## src/rtl/cle_pkg.sv

```systemverilog
// Shared definitions for the CLE188 key sequencer.
// Holds the FSM encoding, the 0x1000 address window and the strobe
// address helper used when loading the address bus.
package cle_pkg;

  typedef enum logic [2:0] {
    ST_IDLE    = 3'd0,
    ST_REQ     = 3'd1,
    ST_SETUP   = 3'd2,
    ST_STROBE  = 3'd3,
    ST_RECOVER = 3'd4,
    ST_FIN     = 3'd5
  } cle_state_e;

  localparam logic [1:0]  CLE_WIN_BA13_12 = 2'b01;
  localparam logic [13:0] CLE_BASE        = 14'h1000;

  // BA13..BA0 for one read strobe: window bits, nibble on BA7..BA4
  function automatic logic [13:0] cle_ba(input logic [3:0] nib);
    return {CLE_WIN_BA13_12, 4'h0, nib, 4'h0};
  endfunction

endpackage

```

## src/rtl/cle_key_sequencer_if.sv

```systemverilog
// Host/board-side signal bundle of the key sequencer.
// master = sequencer, slave = host control plus board bus and PAL.
// Flow control is start/done/err on the host side, req/gnt on the bus side.
interface cle_key_sequencer_if #(
  parameter int NBITS = 16
);
  logic                     start;
  logic                     busy;
  logic                     done;
  logic                     err;
  logic                     bus_req;
  logic                     bus_gnt;
  logic [$clog2(NBITS)-1:0] addr_idx;
  logic [3:0]               addr_nib;
  logic [13:0]              ba;
  logic                     br_w;
  logic                     sser_n;
  logic                     sdrd;
  logic [NBITS-1:0]         key_data;

  modport master (
    input  start, bus_gnt, addr_nib, sdrd,
    output busy, done, err, bus_req, addr_idx, ba, br_w, sser_n, key_data
  );

  modport slave (
    output start, bus_gnt, addr_nib, sdrd,
    input  busy, done, err, bus_req, addr_idx, ba, br_w, sser_n, key_data
  );
endinterface

```

## src/rtl/cle_strobe_timer.sv

```systemverilog
// Loadable down-counter shared by the grant timeout and the strobe width.
// Latency: zero asserts load_val clocks after the load edge.
// No backpressure: load always wins, counting stops at zero.
module cle_strobe_timer #(
  parameter int W = 7
) (
  input  logic         clk,
  input  logic         rst,
  input  logic         load,
  input  logic [W-1:0] load_val,
  output logic         zero
);

  logic [W-1:0] cnt;

  // load on request, otherwise count down and park at zero
  always_ff @(posedge clk or posedge rst) begin
    if (rst) begin
      cnt <= '0;
    end else if (load) begin
      cnt <= load_val;
    end else if (cnt != '0) begin
      cnt <= cnt - W'(1);
    end
  end

  assign zero = (cnt == '0);

endmodule

```

## src/rtl/cle_key_sequencer.sv

```systemverilog
// Drives the CLE188 PAL read sequence and shifts SDRD into key_data.
// Latency: grant to done = NBITS*(STB_CYC+2)+1 clocks.
// Backpressure: waits up to GNT_TMO clocks for bus_gnt; grant loss aborts with err.
module cle_key_sequencer
  import cle_pkg::*;
#(
  parameter int NBITS   = 16,
  parameter int STB_CYC = 2,
  parameter int GNT_TMO = 64
) (
  input logic               clk,
  input logic               rst,
  cle_key_sequencer_if.master bus
);

  localparam int IW   = $clog2(NBITS);
  localparam int TMAX = (GNT_TMO > STB_CYC) ? GNT_TMO : STB_CYC;
  localparam int TW   = $clog2(TMAX + 1);

  localparam logic [IW-1:0] LAST_IDX = IW'(NBITS - 1);
  localparam logic [TW-1:0] TMO_LOAD = TW'(GNT_TMO - 1);
  localparam logic [TW-1:0] STB_LOAD = TW'(STB_CYC - 1);

  cle_state_e       state;
  logic             busy_q;
  logic             done_q;
  logic             err_q;
  logic             req_q;
  logic             sser_q;
  logic             last_q;
  logic [IW-1:0]    idx_q;
  logic [13:0]      ba_q;
  logic [NBITS-1:0] key_q;

  logic             tmr_load;
  logic [TW-1:0]    tmr_val;
  logic             tmr_zero;
  logic             gnt_lost;

  // timer reload: grant timeout on start, strobe width on entering STROBE
  always_comb begin
    tmr_load = 1'b0;
    tmr_val  = TMO_LOAD;
    if (state == ST_IDLE && bus.start) begin
      tmr_load = 1'b1;
    end else if (state == ST_SETUP && bus.bus_gnt) begin
      tmr_load = 1'b1;
      tmr_val  = STB_LOAD;
    end
  end

  cle_strobe_timer #(.W(TW)) u_timer (
    .clk      (clk),
    .rst      (rst),
    .load     (tmr_load),
    .load_val (tmr_val),
    .zero     (tmr_zero)
  );

  assign gnt_lost = (state == ST_SETUP || state == ST_STROBE || state == ST_RECOVER)
                    && !bus.bus_gnt;

  // sequencer FSM with registered bus-side outputs and key capture.
  // addr_idx advances on the capture edge so addr_nib has the whole RECOVER
  // cycle to settle before ba is loaded on SETUP entry; ba therefore only
  // ever changes while sser_n is high. key_data is not cleared on start:
  // bits not yet rewritten keep their previous value.
  always_ff @(posedge clk or posedge rst) begin
    if (rst) begin
      state  <= ST_IDLE;
      busy_q <= 1'b0;
      done_q <= 1'b0;
      err_q  <= 1'b0;
      req_q  <= 1'b0;
      sser_q <= 1'b1;
      last_q <= 1'b0;
      idx_q  <= '0;
      ba_q   <= CLE_BASE;
      key_q  <= '0;
    end else begin
      done_q <= 1'b0;
      err_q  <= 1'b0;
      if (gnt_lost) begin
        state  <= ST_IDLE;
        err_q  <= 1'b1;
        req_q  <= 1'b0;
        busy_q <= 1'b0;
        sser_q <= 1'b1;
      end else begin
        case (state)
          ST_IDLE: begin
            if (bus.start) begin
              state  <= ST_REQ;
              busy_q <= 1'b1;
              req_q  <= 1'b1;
              idx_q  <= '0;
            end
          end
          ST_REQ: begin
            if (bus.bus_gnt) begin
              state <= ST_SETUP;
              ba_q  <= cle_ba(bus.addr_nib);
            end else if (tmr_zero) begin
              state  <= ST_IDLE;
              err_q  <= 1'b1;
              req_q  <= 1'b0;
              busy_q <= 1'b0;
            end
          end
          ST_SETUP: begin
            state  <= ST_STROBE;
            sser_q <= 1'b0;
          end
          ST_STROBE: begin
            if (tmr_zero) begin
              key_q[idx_q] <= bus.sdrd;
              sser_q       <= 1'b1;
              last_q       <= (idx_q == LAST_IDX);
              if (idx_q != LAST_IDX) begin
                idx_q <= idx_q + IW'(1);
              end
              state <= ST_RECOVER;
            end
          end
          ST_RECOVER: begin
            if (last_q) begin
              state  <= ST_FIN;
              done_q <= 1'b1;
              req_q  <= 1'b0;
              busy_q <= 1'b0;
            end else begin
              state <= ST_SETUP;
              ba_q  <= cle_ba(bus.addr_nib);
            end
          end
          ST_FIN: begin
            state <= ST_IDLE;
          end
          default: begin
            state <= ST_IDLE;
          end
        endcase
      end
    end
  end

  assign bus.busy     = busy_q;
  assign bus.done     = done_q;
  assign bus.err      = err_q;
  assign bus.bus_req  = req_q;
  assign bus.addr_idx = idx_q;
  assign bus.ba       = ba_q;
  assign bus.br_w     = 1'b1;
  assign bus.sser_n   = sser_q;
  assign bus.key_data = key_q;

endmodule

```

## src/flat_wrapper.sv

```systemverilog
// flat-port wrapper written by rule: the top's interface ports become plain ports
module cle_key_sequencer_flat import cle_pkg::*;
#(
  parameter int NBITS   = 16,
  parameter int STB_CYC = 2,
  parameter int GNT_TMO = 64
)
  (clk, rst, bus_start, bus_bus_gnt, bus_addr_nib, bus_sdrd, bus_busy, bus_done, bus_err, bus_bus_req, bus_addr_idx, bus_ba, bus_br_w, bus_sser_n, bus_key_data);
  cle_key_sequencer_if #(.NBITS(NBITS)) bus_i ();
  input logic clk;
  input logic rst;
  input wire logic [$bits(bus_i.start)-1:0] bus_start;
  input wire logic [$bits(bus_i.bus_gnt)-1:0] bus_bus_gnt;
  input wire logic [$bits(bus_i.addr_nib)-1:0] bus_addr_nib;
  input wire logic [$bits(bus_i.sdrd)-1:0] bus_sdrd;
  output wire logic [$bits(bus_i.busy)-1:0] bus_busy;
  output wire logic [$bits(bus_i.done)-1:0] bus_done;
  output wire logic [$bits(bus_i.err)-1:0] bus_err;
  output wire logic [$bits(bus_i.bus_req)-1:0] bus_bus_req;
  output wire logic [$bits(bus_i.addr_idx)-1:0] bus_addr_idx;
  output wire logic [$bits(bus_i.ba)-1:0] bus_ba;
  output wire logic [$bits(bus_i.br_w)-1:0] bus_br_w;
  output wire logic [$bits(bus_i.sser_n)-1:0] bus_sser_n;
  output wire logic [$bits(bus_i.key_data)-1:0] bus_key_data;
  assign bus_i.start = bus_start;
  assign bus_i.bus_gnt = bus_bus_gnt;
  assign bus_i.addr_nib = bus_addr_nib;
  assign bus_i.sdrd = bus_sdrd;
  assign bus_busy = bus_i.busy;
  assign bus_done = bus_i.done;
  assign bus_err = bus_i.err;
  assign bus_bus_req = bus_i.bus_req;
  assign bus_addr_idx = bus_i.addr_idx;
  assign bus_ba = bus_i.ba;
  assign bus_br_w = bus_i.br_w;
  assign bus_sser_n = bus_i.sser_n;
  assign bus_key_data = bus_i.key_data;
  cle_key_sequencer #(.NBITS(NBITS), .STB_CYC(STB_CYC), .GNT_TMO(GNT_TMO)) u_core (.clk(clk), .rst(rst), .bus(bus_i));
endmodule
```

## config.mk

```make
export PLATFORM = sky130hd
export DESIGN_NAME = cle_key_sequencer_flat
export DESIGN_NICKNAME = d
export VERILOG_FILES = /design/src/rtl/cle_pkg.sv /design/src/rtl/cle_key_sequencer_if.sv /design/src/rtl/cle_strobe_timer.sv /design/src/rtl/cle_key_sequencer.sv /design/src/flat_wrapper.sv
export SDC_FILE = /design/constraint.sdc
export NUM_CORES = 1
export LEC_CHECK = 0
export CAP_MARGIN = 30
export CORE_MARGIN = 4
export CORE_UTILIZATION = 53
export CTS_BUF_LIST = sky130_fd_sc_hd__clkbuf_4 sky130_fd_sc_hd__clkbuf_8 sky130_fd_sc_hd__clkbuf_16
export DETAILED_ROUTE_END_ITERATION = 12
export PLACE_DENSITY_LB_ADDON = 0.1
export SLEW_MARGIN = 15
export SYNTH_ARGS = -nofsm -noshare
export SYNTH_HDL_FRONTEND = slang
export SYNTH_SLANG_ARGS = --single-unit
```

## constraint.sdc

```tcl
create_clock -name clk -period 3 [get_ports clk]
set_input_delay 0.6 -clock clk [delete_from_list [all_inputs] [get_ports clk]]
set_output_delay 0.6 -clock clk [all_outputs]
set_load 0.03 [all_outputs]
```

==> results.ini, run 1 <==
[yosys]
ys_seq_area_share_pct = 47.62
avgSynthCellArea_um2 = 10.97
synth_cells = 187
yosysWarnings = 0
yosys.cell_types.count = 46
async_reset_ff_share_pct = 100.0
syn-cell-area_mm2 = 0.002052
synth_top_flop_cell = dfrtp_1
synth_seq_cells = 39
synth_edf_count = 0

[clocking]
cts_buffers = 5
cts.repair.resized = 0
cts.reportedPaths.clkPinSlew_ps = 70
cts_setup_buffers = 0
clock_sinks = 39
clk-insertion-delay-late_ps = 290
clk_path_buf_depth = 2
cts_tree = built
htree_levels = 2
cts-hold-fix-buffers = 0
root_buffer = clkbuf_8

[routing]
drt_iter0_drc = 79
drt_first_pass_iters = 5
drt_wl_total_um = 4076
vias_per_cell = 5.622
vias = 1501
drc_errors = 0
wl_per_cell_um = 15.27
antenna_left = 0

[place]
dpl.cell_count = 261
dp_hpwl_um = 3012
portBuffers = 37
place_congestion = 0.7721

[global_route]
antenna_found_initial = 0
grt_use_total_pct = 18.21
grt_max_degree = 39
grt-ovfl-total = 0
grt_pass1_wl_um = 7169
grt_pass1_vias = 1469

[worst_setup_path]
worst-setup-path-type = reg -> out
r2r_setup_slack_ps = 950
required_ps = 2400
critical-path-top-delay-family = buffers and inverters
r2r-start = u_core.u_timer.cnt[0]
arrival_ps = 1490
critPathCaptureType = output pin
path_max_fanout = 3
cp_num_buf_inv = 1
r2r-end = u_core.bus.key_data[0]
ff2ff_path_depth = 6
slowest_delay_ps = 660
path_cells = clkdlybuf4s50_1
cpMaxStageDelayCell = clkdlybuf4s50_1
start_kind = flop

[sta]
fmax_mhz = 478.1
relSlewSlack_pct = 60.22
worst_pin_slew_ps = 595.4
setup-violations-final = 0
fin_setup_tns_ps = 0
rsz0062_at_grt = no
hold_viol = 0
skew_ps = 9.576
slew_violations = 0
finalCritPeriodShare_pct = 69.72
fin_crit_ps = 2091

[final_layout]
antenna_cells = 0
mostFrequentLayoutCells = 38 x dfrtp_1, 37 x clkdlybuf4s50_1, 17 x nand3_1
instances_no_fill = 267
final_common_cell = dfrtp_1
nets = 234
regArea_um2 = 977.2
areaGrowthSynthToFinish_pct = 19.82
drive_gt1_share_pct = 9.132
multi_input_area_um2 = 937.1
fillers = 311

[power]
vdd_drop_max_mv = 0.4796
p_seq_share_pct = 44.8
cellInternalPower_mw = 1.034
p_sw_mw = 0.6043
power_density_mw_per_mm2 = 666.5
clkPwrFrac_pct = 20.0
swShare_pct = 36.88
p_leak_nw = 1.124
comb_power_share_pct = 35.2

[floorplanning]
die_h_um = 70.22
die_w_um = 70.22
core-area_mm2 = 0.003689
start_util_pct = 55.63
dieArea_mm2 = 0.004931
pin_count = 49
num_rows = 22

[run_status]
status = finished clean

[job]
cap_viol_max_count = 0

[hold_path]
hold_class = in -> async

## power groups by stage
stage	combinational (mW)	sequential (mW)	clock, mW
after global routing	0.638	0.755	0.369
after CTS	0.582	0.733	0.338
after global placement	0.559	0.736	0
after floorplan	0.357	0.793	0
final	0.576	0.734	0.328
after detailed placement	0.579	0.743	0
## layout make-up
type | instances | area share (%)
Tap cell | 48 | 2.443
Multi-Input combinational cell | 128 | 38.12
Clock buffer | 6 | 3.104
Sequential cell | 39 | 39.75
Inverter | 8 | 1.221
Timing Repair Buffer | 38 | 15.37
## how the worst max path moves through the flow
stage,startpoint,endpoint,slack (ps),cells past startpoint
detailed placement,bus_bus_gnt,u_core.bus.key_data[0],630,4
CTS,u_core.bus.sser_n,bus_sser_n,900,1
finish,u_core.bus.sser_n,bus_sser_n,910,1
global placement,bus_bus_gnt,u_core.bus.key_data[5],670,4
global route,u_core.bus.addr_idx[0],bus_addr_idx[0],830,1
floorplan,u_core.u_timer.cnt[0],u_core.bus.addr_idx[1],1180,6
## layer usage
metal / part of all wire (%) / global-route usage, % / up-vias
li1: - / - / 705
met5: 0 / 0 / -
met2: 48 / 29.00 / 53
met1: 43 / 23.27 / 734
met4: 1.5 / 5.106 / 0
met3: 7.3 / 6.619 / 9
## Yosys cell counts (all sizes together) (4+ instances only)
master	n	area (um2)
and3	5	31.28
buf	17	126.4
clkbuf	4	15.01
dfrtp	38	950.9
ha	5	62.56
inv	8	30.03
mux2	21	240.2
nand2	7	26.28
nand3	19	105.1
nor2	6	25.03
nor3	7	35.03
nor3b	5	37.54
o21ai	8	40.04
## stage by stage
stage / total power [mW] / area (um2) / setup slack (ps) / hold WS (ps) / utilization [%]
4_1_cts: 1.653 / 2459 / 901.6 / 463.9 / 66.66
3_3_place_gp: 1.295 / 2382 / 668.2 / 473.0 / 64.59
6_report: 1.639 / 2459 / 908.5 / 468.8 / 66.66
3_5_place_dp: 1.322 / 2382 / 630.5 / 480.6 / 64.59
2_1_floorplan: 1.150 / 2086 / 1178 / 515.1 / -
5_1_grt: 1.762 / 2459 / 833.9 / 455.1 / 66.66
## cells by family (layout without fill, tap and decap cells)
| family | Yosys count | count (layout) | synth area share (%) |
|---|---|---|---|
| buf+inv | 29 | 52 | 8.353 |
| flops | 39 | 39 | 47.62 |
| compound gates | 25 | 25 | 8.354 |
| xor+xnor | 4 | 4 | 1.708 |
| mux | 23 | 23 | 12.68 |
| simple gates | 60 | 60 | 17.87 |
| fa+ha+maj | 5 | 5 | 3.049 |
| other cells | 2 | 11 | 0.3660 |
## registers in the layout, indices dropped and copies added (netlist names)
| signal | count |
|---|---|
| u_core.bus.key_data | 16 |
| u_core.bus.ba | 4 |
| u_core.state | 3 |
| u_core.bus.busy | 1 |
| u_core.bus.done | 1 |
| u_core.last_q | 1 |
| u_core.bus.err | 1 |
| u_core.u_timer.cnt | 7 |
| u_core.bus.sser_n | 1 |
| u_core.bus.addr_idx | 4 |
Note: power is estimated with default switching activity, not from simulation.
==> run 2: changes to the inputs <==
Settings changed: CORE_UTILIZATION 53 to 49.
Clock period 3 ns to 2.1 ns, I/O delays scaled along.
==> run 2 against run 1 <==
  * Die area rose by 7.2%
  * Wire length rose by 9.0%
  * Sequential share of layout area fell by 0.87 points
  * Sequential power rose by 44%
  * Cell count rose by 2.6%
  * Combinational power rose by 50%
  * Via count rose by 1.7%
  * Flip-flop and latch count did not move
  * Register-to-register slack got worse by 820 ps
==> results.ini, run 2 (synthesis gave the netlist of run 1 again) <==
[run_status]
status = finished clean

[clocking]
htree_levels = 2  ; unchanged
cts_tree = built
cts-hold-fix-buffers = 0  ; unchanged
clk_path_buf_depth = 2  ; unchanged
cts_buffers = 5  ; unchanged
root_buffer = clkbuf_8
clk-insertion-delay-late_ps = 290  ; about the same
cts.reportedPaths.clkPinSlew_ps = 80  ; about the same
clock_sinks = 39  ; unchanged

[job]
cap_viol_max_count = 0  ; unchanged

[final_layout]
largest_register_ffs = 16  ; unchanged
final_core_util_pct = 62.39  ; -4.3 points
nets = 239  ; +2.1%
final_common_cell = dfrtp_1
fillers = 340  ; +9.3%
areaGrowthSynthToFinish_pct = 22.50
drive_gt1_share_pct = 12.05  ; +2.9 points
regArea_um2 = 977.2  ; unchanged
final_cell_area_mm2 = 0.002514  ; +2.2%
multi_input_area_um2 = 959.7  ; +2.4%
mostFrequentLayoutCells = 38 x dfrtp_1, 37 x clkdlybuf4s50_1, 17 x nand3_1
antenna_cells = 0  ; unchanged

[place]
place_congestion = 0.7800  ; +1.0%
pre_cts_ws_ps = 100.7  ; -529.8 ps
portBuffers = 37  ; unchanged
dp_hpwl_um = 3157  ; +4.8%
place_area_mm2 = 0.002407  ; +1.1%

[sta]
fin_setup_tns_ps = 0  ; unchanged
setup-violations-final = 0  ; unchanged
fin_crit_ps = 1969
hold_viol = 0  ; unchanged
worst_pin_slew_ps = 489.4  ; -106.0 ps
layout_setup_ws_ps = 131.2  ; -777.3 ps
whs_ps = 491.8  ; +23.01 ps
slew_violations = 0  ; unchanged
relSlewSlack_pct = 67.12  ; +6.9 points
fmax_mhz = 507.9
skew_ps = 10.39  ; +0.8121 ps
rsz0062_at_grt = no
finalCritPeriodShare_pct = 93.75

[worst_setup_path]
crit_end = u_core.bus.addr_idx[1]
critical-path-top-delay-family = simple AND/OR/NAND/NOR gates
ff2ff_path_depth = 6  ; unchanged
arrival_ps = 2140  ; +650 ps
r2r-end = u_core.bus.addr_idx[1]
r2r_setup_slack_ps = 130  ; -820 ps
path_max_fanout = 5  ; +2
start_kind = flop
crit_start = u_core.u_timer.cnt[1]
required_ps = 2270  ; -130 ps
r2r-start = u_core.u_timer.cnt[1]
slowest_delay_ps = 420  ; -240 ps
path_cells = inv_1 > ha_4 > nor4b_4 > nand4_1 > or3_4 > mux2_4
worst-setup-path-type = reg -> reg
cpMaxStageDelayCell = or3_4
cp_num_buf_inv = 1  ; unchanged
critPathCaptureType = flop
worstSetupPathDepth = 6  ; +5

[global_route]
use_met3_pct = 5.647  ; -0.97 points
grt_max_degree = 40  ; +2.6%
grt_use_met2_pct = 27.35  ; -1.6 points
grt_use_total_pct = 17.99  ; -0.22 points
grt_pass1_vias = 1524  ; +3.7%
met1_usage_pct = 25.02  ; +1.8 points
grt_pass1_wl_um = 7417  ; +3.5%
grt-ovfl-total = 0  ; unchanged
busiest_layer = met2
antenna_found_initial = 0  ; unchanged

[routing]
vias = 1526  ; +1.7%
drt_first_pass_iters = 4  ; -1
wl_per_cell_um = 16.21  ; +6.2%
drc_errors = 0  ; unchanged
vias_per_cell = 5.569  ; -0.93%
drt_wl_total_um = 4442  ; +9.0%
drt_iter0_drc = 82  ; +3.8%
antenna_left = 0  ; unchanged

[floorplanning]
dieArea_mm2 = 0.005287  ; +7.2%
die_h_um = 72.71  ; +3.5%
die_w_um = 72.71  ; +3.5%
start_util_pct = 50.93  ; -4.7 points
num_rows = 23  ; +4.5%
core-area_mm2 = 0.004029  ; +9.2%
pin_count = 49  ; unchanged

[power]
p_leak_nw = 1.147  ; +2.0%
vdd_drop_max_mv = 0.7366  ; +54%
power_density_mw_per_mm2 = 957.5  ; +44%

[hold_path]
min_path_cells = 1
hold_class = reg -> reg

-- run 2: changes by cell type in the layout (fill, tap and decap cells not counted) --
cell | previous run | this run
inv_1 | 8 | 7
and4_2 | 0 | 1
ha_1 | 5 | 4
buf_4 | 1 | 5
inv_2 | 0 | 1
ha_4 | 0 | 1
-- run 2: worst reg2reg max path, delay by kind of cell, from the launching register on --
kind	cells	cell delay, ps
muxes	1	300
DFF	1	410
buffers and inverters	1	100
and+or+nand+nor	3	890
adders and majority gates	1	150
-- run 2: how the worst min path moves through the flow --
stage                                      start                      to  slack (ps)
after global routing      u_core.bus.key_data[7]  u_core.bus.key_data[7]         510
final                     u_core.bus.key_data[7]  u_core.bus.key_data[7]         490
after global placement    u_core.bus.key_data[7]  u_core.bus.key_data[7]         480
after CTS                 u_core.bus.key_data[7]  u_core.bus.key_data[7]         500
after floorplan            u_core.u_timer.cnt[1]   u_core.u_timer.cnt[1]         520
after detailed placement  u_core.bus.key_data[7]  u_core.bus.key_data[7]         480
-- run 2: area by class of cell --
class                   instances  area share [%]
multi-input cells             129           38.18
flip-flops and latches         39           38.88
repair buffers                 42           16.23
clock buffers                   6           3.036
well taps                      50           2.489
inverters                       8           1.195
-- run 2: layer usage --
metal / part of all wire (%) / up-vias
met2: 48 / 53
met1: 45 / 743
met5: 0 / -
li1: - / 724
met3: 6.4 / 6
met4: 0.90 / 0
-- run 2: through the flow --
step | std cells | power (mW)
after floorplan | 196 | 1.642
after global placement | 266 | 1.856
after detailed placement | 266 | 1.902
after CTS | 272 | 2.384
after global routing | 274 | 2.564
final | 274 | 2.407
-- run 2: timing repair --
action                                  CTS  global route
resized for setup                         0             3
hold endpoints to repair                  0             0
setup buffers                             0             1
endpoints found under the setup margin    0            17
-- run 2: where the power goes --
| part | internal (mW) | switching (mW) | leakage (nW) |
|---|---|---|---|
| Combinational | 0.366 | 0.497 | 0.599 |
| Clock | 0.234 | 0.249 | 0.0406 |
| Sequential | 0.896 | 0.164 | 0.508 |
| Total | 1.50 | 0.910 | 1.15 |
